## config.mk

```make
export PLATFORM = sky130hd
export DESIGN_NAME = fifo
export DESIGN_NICKNAME = d
export VERILOG_FILES = /design/src/rtl/fifo.sv
export SDC_FILE = /design/constraint.sdc
export NUM_CORES = 1
export LEC_CHECK = 0
export ABC_AREA = 1
export BUFFER_PORTS_ARGS = -buffer_cell sky130_fd_sc_hd__buf_2
export CORE_MARGIN = 4
export CORE_UTILIZATION = 35
export DETAILED_ROUTE_END_ITERATION = 10
export GPL_TIMING_DRIVEN = 0
export SLEW_MARGIN = 10
export SYNTH_ARGS = -nofsm -noshare
export SYNTH_HDL_FRONTEND = slang
export SYNTH_SLANG_ARGS = --single-unit
export TNS_END_PERCENT = 20
```

## constraint.sdc

```tcl
create_clock -name clk_i -period 2.3 [get_ports clk_i]
set_input_delay 0.345 -clock clk_i [delete_from_list [all_inputs] [get_ports clk_i]]
set_output_delay 0.345 -clock clk_i [all_outputs]
set_load 0.02 [all_outputs]
```

## src/rtl/fifo.sv

```systemverilog
// First-word-fall-through FIFO with an inline register array and modulo-DEPTH
// pointers, so non-power-of-2 depths work without wasted storage.
module fifo #(
  parameter int DATA_WIDTH = 8,
  parameter int FIFO_DEPTH = 16
) (
  input  logic                  clk_i,
  input  logic                  rst_i,
  input  logic                  enq_i,
  input  logic                  deq_i,
  input  logic [DATA_WIDTH-1:0] din_i,
  output logic [DATA_WIDTH-1:0] dout_o,
  output logic                  full_o_n,
  output logic                  empty_o_n
);
  localparam int PTR_W = (FIFO_DEPTH > 1) ? $clog2(FIFO_DEPTH) : 1;
  localparam int CNT_W = $clog2(FIFO_DEPTH + 1);
  localparam logic [PTR_W-1:0] LAST_PTR  = PTR_W'(FIFO_DEPTH - 1);
  localparam logic [CNT_W-1:0] FULL_CNT  = CNT_W'(FIFO_DEPTH);

  logic [DATA_WIDTH-1:0] r_mem [FIFO_DEPTH];
  logic [PTR_W-1:0]      r_rd_ptr, r_wr_ptr;
  logic [CNT_W-1:0]      r_count;

  logic w_full, w_empty, w_enq_ok, w_deq_ok;

  function automatic logic [PTR_W-1:0] ptr_inc(input logic [PTR_W-1:0] p);
    return (p == LAST_PTR) ? '0 : p + 1'b1;
  endfunction

  assign w_full   = (r_count == FULL_CNT);
  assign w_empty  = (r_count == '0);
  // At full, a same-cycle dequeue frees the slot the enqueue is about to use.
  assign w_deq_ok = deq_i && !w_empty;
  assign w_enq_ok = enq_i && (!w_full || deq_i);

  always_ff @(posedge clk_i) begin
    if (rst_i) begin
      r_rd_ptr <= '0;
      r_wr_ptr <= '0;
      r_count  <= '0;
    end else begin
      if (w_enq_ok) r_wr_ptr <= ptr_inc(r_wr_ptr);
      if (w_deq_ok) r_rd_ptr <= ptr_inc(r_rd_ptr);
      case ({w_enq_ok, w_deq_ok})
        2'b10:   r_count <= r_count + 1'b1;
        2'b01:   r_count <= r_count - 1'b1;
        default: r_count <= r_count;
      endcase
    end
  end

  // Storage is never cleared; the empty gate on dout_o hides stale words.
  always_ff @(posedge clk_i) begin
    if (!rst_i && w_enq_ok) r_mem[r_wr_ptr] <= din_i;
  end

  assign dout_o    = w_empty ? '0 : r_mem[r_rd_ptr];
  assign full_o_n  = !w_full;
  assign empty_o_n = !w_empty;
endmodule

```

==> metrics, run 1 <==
Final Critical Period=2.224 ns; P_int=5.475 mW; Worst Path Required=1.96 ns; hold crit path type=in2reg; Worst-Margin Slew=0.9494 ns; WHS=0.1952 ns; final instance area=0.007231 mm2; worst-skew pair later-pin latency=0.42 ns; clk sinks=145; routability cong.=0.8743; CP startpoint kind=register; vias per inst=4.927; Power Dens Cells=1192 mW/mm2; # IOs=22; DR vias=4139; Fin. Hold Viols=0; Antenna Nets Post-Route=0; hold path cells=2; Rows=48; syn_nets=582; initial antenna violation count=0; final std cells w/o fill=840; DR WL/cell=18.08 um; P_sw=3.147 mW; Syn Area/Cell=10.99 um2; Min-Delay Endpoint=r_count[4]; largest net degree at the start of global routing=17; post-synth top area share=0.6248; CTS hold repair buffers=0; post-synthesis sequential area ratio=0.6801; total power=8.623 mW; Ant. Diodes=0; total global routing overflow=0; Synth cell types=26; Synth Flop Type=edfxtp_1; R2R cell count=6; dpl cells=806; fin. max-slew vios=0; Util after Layout=0.4195; Area Overhead vs Synth=17.53%; RR Endpoint=r_mem[6][2]; Comb pwr share=0.349; Die Area=0.01976 mm2; area of the core=0.01724 mm2; synth top area cells=edfxtp_1, nand2_1, nand3_1; CTS H-tree lvls=4; max cap viols=0; global-route wire length before repair=23.45 mm; Die W=140.6 um; number of flops mapped to enable cells by yosys=128; status=finished, final reports clean; Max-Slew Margin vs Limit=0.3647; Post-synth ARST share=0; post-synth top area cell=edfxtp_1; Static Leak=2.717 nW; RR Startpoint=r_count[1]; RSZ-0062 raised after global routing=yes; CTS max path bufs=2; total iterations of the first detailed-routing run=5; Gate Count Post-Synth=560; fillers=1625; DP Worst Slack=-0.1298 ns; FF+latch count, synth=145; Residual DRC=0; Critical Path Sink Type=primary output; setup TNS=0 ns; Sw Ratio=0.3650; Clock transition at path regs=0.06 ns; Final Skew=0.007641 ns; Initial DRC Count=285; CP Max Fanout=10; setup slack after layout=0.07588 ns; Initial Util=0.3569; FMAX=0.4496 GHz; PortBufs=21; CTS tree=yes; Clock Power Share=0.295; Seq pwr share=0.356; total track usage=0.1586; die height=140.6 um; Root Buffer=clkbuf_16; Worst Path Arrival=1.88 ns; vias in the first global route=4223; DP HPWL=10.33 mm; Hold Startpoint=rst_i; fraction of layout cells with a size suffix above 1=0.1642; final net count=624; yosys warns=0; DP Area=0.006539 mm2; wirelength, routed=15.18 mm; critical path type=reg2out; Synth Cell Area=0.006152 mm2; maximum vdd drop=0.7548 mV; final setup fails=0; Worst R2R Setup Slack=0.12 ns; TritonCTS buffer count=17; Tcrit/Tclk final=0.9670
worst max path at each step:
stage	to	slack (ns)	cells past startpoint
floorplan	r_count[4]	0.1	12
global placement	r_count[4]	-0.04	12
detailed placement	r_count[4]	-0.13	12
CTS	dout_o[7]	-0.04	9
global route	dout_o[2]	-0.01	9
finish	dout_o[7]	0.08	9
Yosys cell counts (all sizes together), types with 3 or more instances:
cell type / count
o21ai: 10
ha: 9
xor2: 3
buf: 21
edfxtp: 128
nor2: 34
clkbuf: 3
dfxtp: 17
a21oi: 12
nand3: 103
inv: 22
nand2: 192
power groups by stage:
stage | Clock, mW | Combinational [mW] | Sequential (mW)
floorplan | 0 | 1.82 | 3.08
global placement | 0 | 2.64 | 3.09
detailed placement | 0 | 2.71 | 3.10
CTS | 2.58 | 2.77 | 3.05
global route | 2.70 | 3.30 | 3.08
finish | 2.55 | 3.01 | 3.07
cell usage in the layout, fill, tap and decap left out, drive strengths merged:
cell type	count
nor2	34
dfxtp	17
xor2	3
ha	9
xnor2	1
buf	44
edfxtp	128
o21ai	10
nand4	1
a21oi	12
nand3	103
nand2b	1
nand3b	1
fa	1
clkinv	6
inv	28
clkbuf	20
or2	1
nand2	192
clkinvlp	3
critical path, cell delays in order, from the launching register on:
cell and delay (ns):
dfxtp_4 0.38, buf_12 0.14, buf_6 0.14, nand2_1 0.05
nand3_1 0.09, nand3_1 0.13, nand2_1 0.13, nand2_1 0.08
a21oi_2 0.16, buf_4 0.16
area by class of cell:
| type | count | area, um2 | share of cell area |
|---|---|---|---|
| Buffer | 24 | 246.5 | 0.03409 |
| Clock buffer | 17 | 425.4 | 0.05883 |
| Clock inverter | 15 | 126.4 | 0.01748 |
| Inverter | 22 | 91.34 | 0.01263 |
| Multi-Input combinational cell | 369 | 1730 | 0.2393 |
| Sequential cell | 145 | 4189 | 0.5793 |
| Tap cell | 225 | 281.5 | 0.03893 |
| Timing Repair Buffer | 23 | 140.1 | 0.01938 |
state kept, by name, indices dropped and copies added, names as in the netlist, named ones only:
signal    count
r_rd_ptr      4
r_count       5
r_mem       128
r_wr_ptr      4
kinds of logic after synthesis:
family | count (synthesis) | share of synthesized area
and+or+nand+nor | 333 | 0.2280
AOI/OAI and AO/OA | 22 | 0.01790
adders and majority gates | 10 | 0.02156
DFF | 145 | 0.6801
buffers and inverters | 46 | 0.04678
xor gates and xnor gates | 4 | 0.005696
layer usage:
metal / up-vias / track usage / wire [um]
met3: 17 / 0.04444 / 887
met5: - / 0 / 0
li1: 2002 / - / -
met4: 0 / 0.04742 / 202
met1: 1986 / 0.2106 / 6761
met2: 134 / 0.2550 / 7332
what timing repair did:
item / CTS / global route
gates resized for setup: 6 / 38
setup endpoints to repair: 10 / 90
setup buffers: 1 / 1
pin swaps: 1 / 1
Power figures use the tool's default switching activity.
==> inputs of run 2 (changes only) <==
==> constraint.sdc (replaced) <==
create_clock -name clk_i -period 2 [get_ports clk_i]
set_input_delay 0.3 -clock clk_i [delete_from_list [all_inputs] [get_ports clk_i]]
set_output_delay 0.3 -clock clk_i [all_outputs]
set_load 0.02 [all_outputs]
==> run 2 against run 1 <==
Against the previous run:
- the run now ends with negative setup slack left
- largest cell class unchanged
- clock skew is 0.0016 ns lower
- flip-flop and latch count stayed put
- count of clock-buffer cells in the layout is 2 higher
- worst hold slack worse by 0.044 ns
- sequential share of layout area is 5.3 points lower
- combinational power is 50% higher
- first-iteration DRC count is 40% higher
- cell count is 1.1% higher
- die area stayed put
==> metrics, run 2 (synthesis gave the netlist of run 1 again) <==
status=complete, but fails checks; failing checks=negative setup slack; CTS tree=yes; max cap viols=0; fraction of layout cells with a size suffix above 1=0.3269; maximum vdd drop=0.9063 mV; Tcrit/Tclk final=1.091; vias per inst=5.107; Final Skew=0.006068 ns; Worst Path Required=1.70 ns; die height=140.6 um; global-route wire length before repair=23.82 mm; CP Max Fanout=6; Comb pwr share=0.401; total global routing overflow=0; CP startpoint kind=register; total track usage=0.1621; dpl cells=806; P_sw=3.929 mW; PortBufs=21; CTS max path bufs=2; hold crit path type=in2reg; Static Leak=2.972 nW; Fin. Hold Viols=0; final net count=635; # IOs=22; biggest regs=r_mem (128), r_count (5); total power=11.21 mW; Biggest register=r_mem; DP HPWL=10.31 mm; DR vias=4336; DP Area=0.006588 mm2; worst-skew pair later-pin latency=0.42 ns; initial antenna violation count=0; Antenna Nets Post-Route=0; critical path type=reg2out; Final Critical Period=2.182 ns; setup slack after layout=-0.1821 ns; most frequent cells in the layout=nand2_1, edfxtp_1, nand3_1; WHS=0.1512 ns; Seq pwr share=0.321; clk sinks=145; DR WL/cell=19.34 um; Ant. Diodes=0; total iterations of the first detailed-routing run=5; Worst Path Arrival=1.88 ns; Max-Slew Margin vs Limit=0.6449; Clock transition at path regs=0.06 ns; area of the core=0.01724 mm2; RSZ-0062 raised after global routing=yes; final std cells w/o fill=849; Die W=140.6 um; max FFs per register=128; wirelength, routed=16.42 mm; Sw Ratio=0.3506; P_int=7.279 mW; fin. max-slew vios=0; TritonCTS buffer count=17; largest net degree at the start of global routing=17; FMAX=0.4583 GHz; routability cong.=0.8737; Worst-Margin Slew=0.5320 ns; Power Dens Cells=1406 mW/mm2; Residual DRC=0; Area Overhead vs Synth=29.53%; final setup fails=8; Initial Util=0.3569; vias in the first global route=4238; Initial DRC Count=399; Root Buffer=clkbuf_16; Clock Power Share=0.278; Die Area=0.01976 mm2; CTS H-tree lvls=4; Rows=48; final instance area=0.007969 mm2; commonest non-fill, non-tap cell in the layout=nand2_1; Critical Path Sink Type=primary output
-- run 2: changes by cell type in the layout (fill, tap and decap cells not counted), sizes merged --
cell    before  now
buf         44   48
bufinv       0    3
clkbuf      20   29
inv         28   21
-- run 2: final timing paths --
path | from | endpoint | slack [ns] | cells past startpoint
max | register | dout_o[1] | -0.18 | 9
min | rst_i | r_count[4] | 0.15 | 2
min reg2reg | r_count[0] | r_count[0] | 0.49 | 1
max reg2reg | r_count[0] | r_count[4] | 0.06 | 13
-- run 2: per-stage QoR --
stage	setup slack (ns)	util	setup TNS, ns
5_1_grt	-0.2501	0.4623	-2.056
2_1_floorplan	0.009691	-	0
3_3_place_gp	-0.2696	0.3822	-17.24
3_5_place_dp	-0.3108	0.3822	-22.79
6_report	-0.1821	0.4623	-1.253
4_1_cts	-0.1595	0.4371	-3.785
-- run 2: final cells by class --
type / count / area, um2
clock inverters: 11 / 141.4
clock buffers: 19 / 432.9
repair buffers: 34 / 356.6
fillers: 1531 / 9268
multi-input cells: 369 / 2170
well taps: 225 / 281.5
inverters: 22 / 93.84
flip-flops and latches: 145 / 4198
plain buffers: 24 / 295.3
-- run 2: repair_timing --
action,CTS,global route
resized for setup,98,58
pin swaps,6,41
hold buffers,0,0
gates cloned,0,8
setup endpoints to repair,140,95
endpoints found under the hold margin,0,0
setup buffers,2,3
-- run 2: power groups by stage --
| stage | registers, mW | clock network [mW] | logic (mW) |
|---|---|---|---|
| finish | 3.60 | 3.11 | 4.50 |
| global placement | 3.58 | 0 | 3.14 |
| CTS | 3.57 | 3.14 | 3.71 |
| detailed placement | 3.59 | 0 | 3.18 |
| floorplan | 3.57 | 0 | 2.16 |
| global route | 3.62 | 3.26 | 4.81 |
-- run 2: worst max-delay path, cell delays in order, from the launching register on --
cell and delay, ns:
dfxtp_4 0.44, buf_12 0.18, clkbuf_16 0.16, nand2_2 0.05
nand3_2 0.07, nand3_2 0.10, nand2_2 0.12, nand2_2 0.06
a21oi_2 0.14, buf_6 0.13
-- run 2: layer usage --
metal  up-vias  part of all wire  global-route usage
met1      2128              0.42              0.2037
met4         0             0.016             0.04946
met2       155              0.51              0.2815
li1       2031                 -                   -
met5         -                 0                   0
met3        22             0.059             0.03460
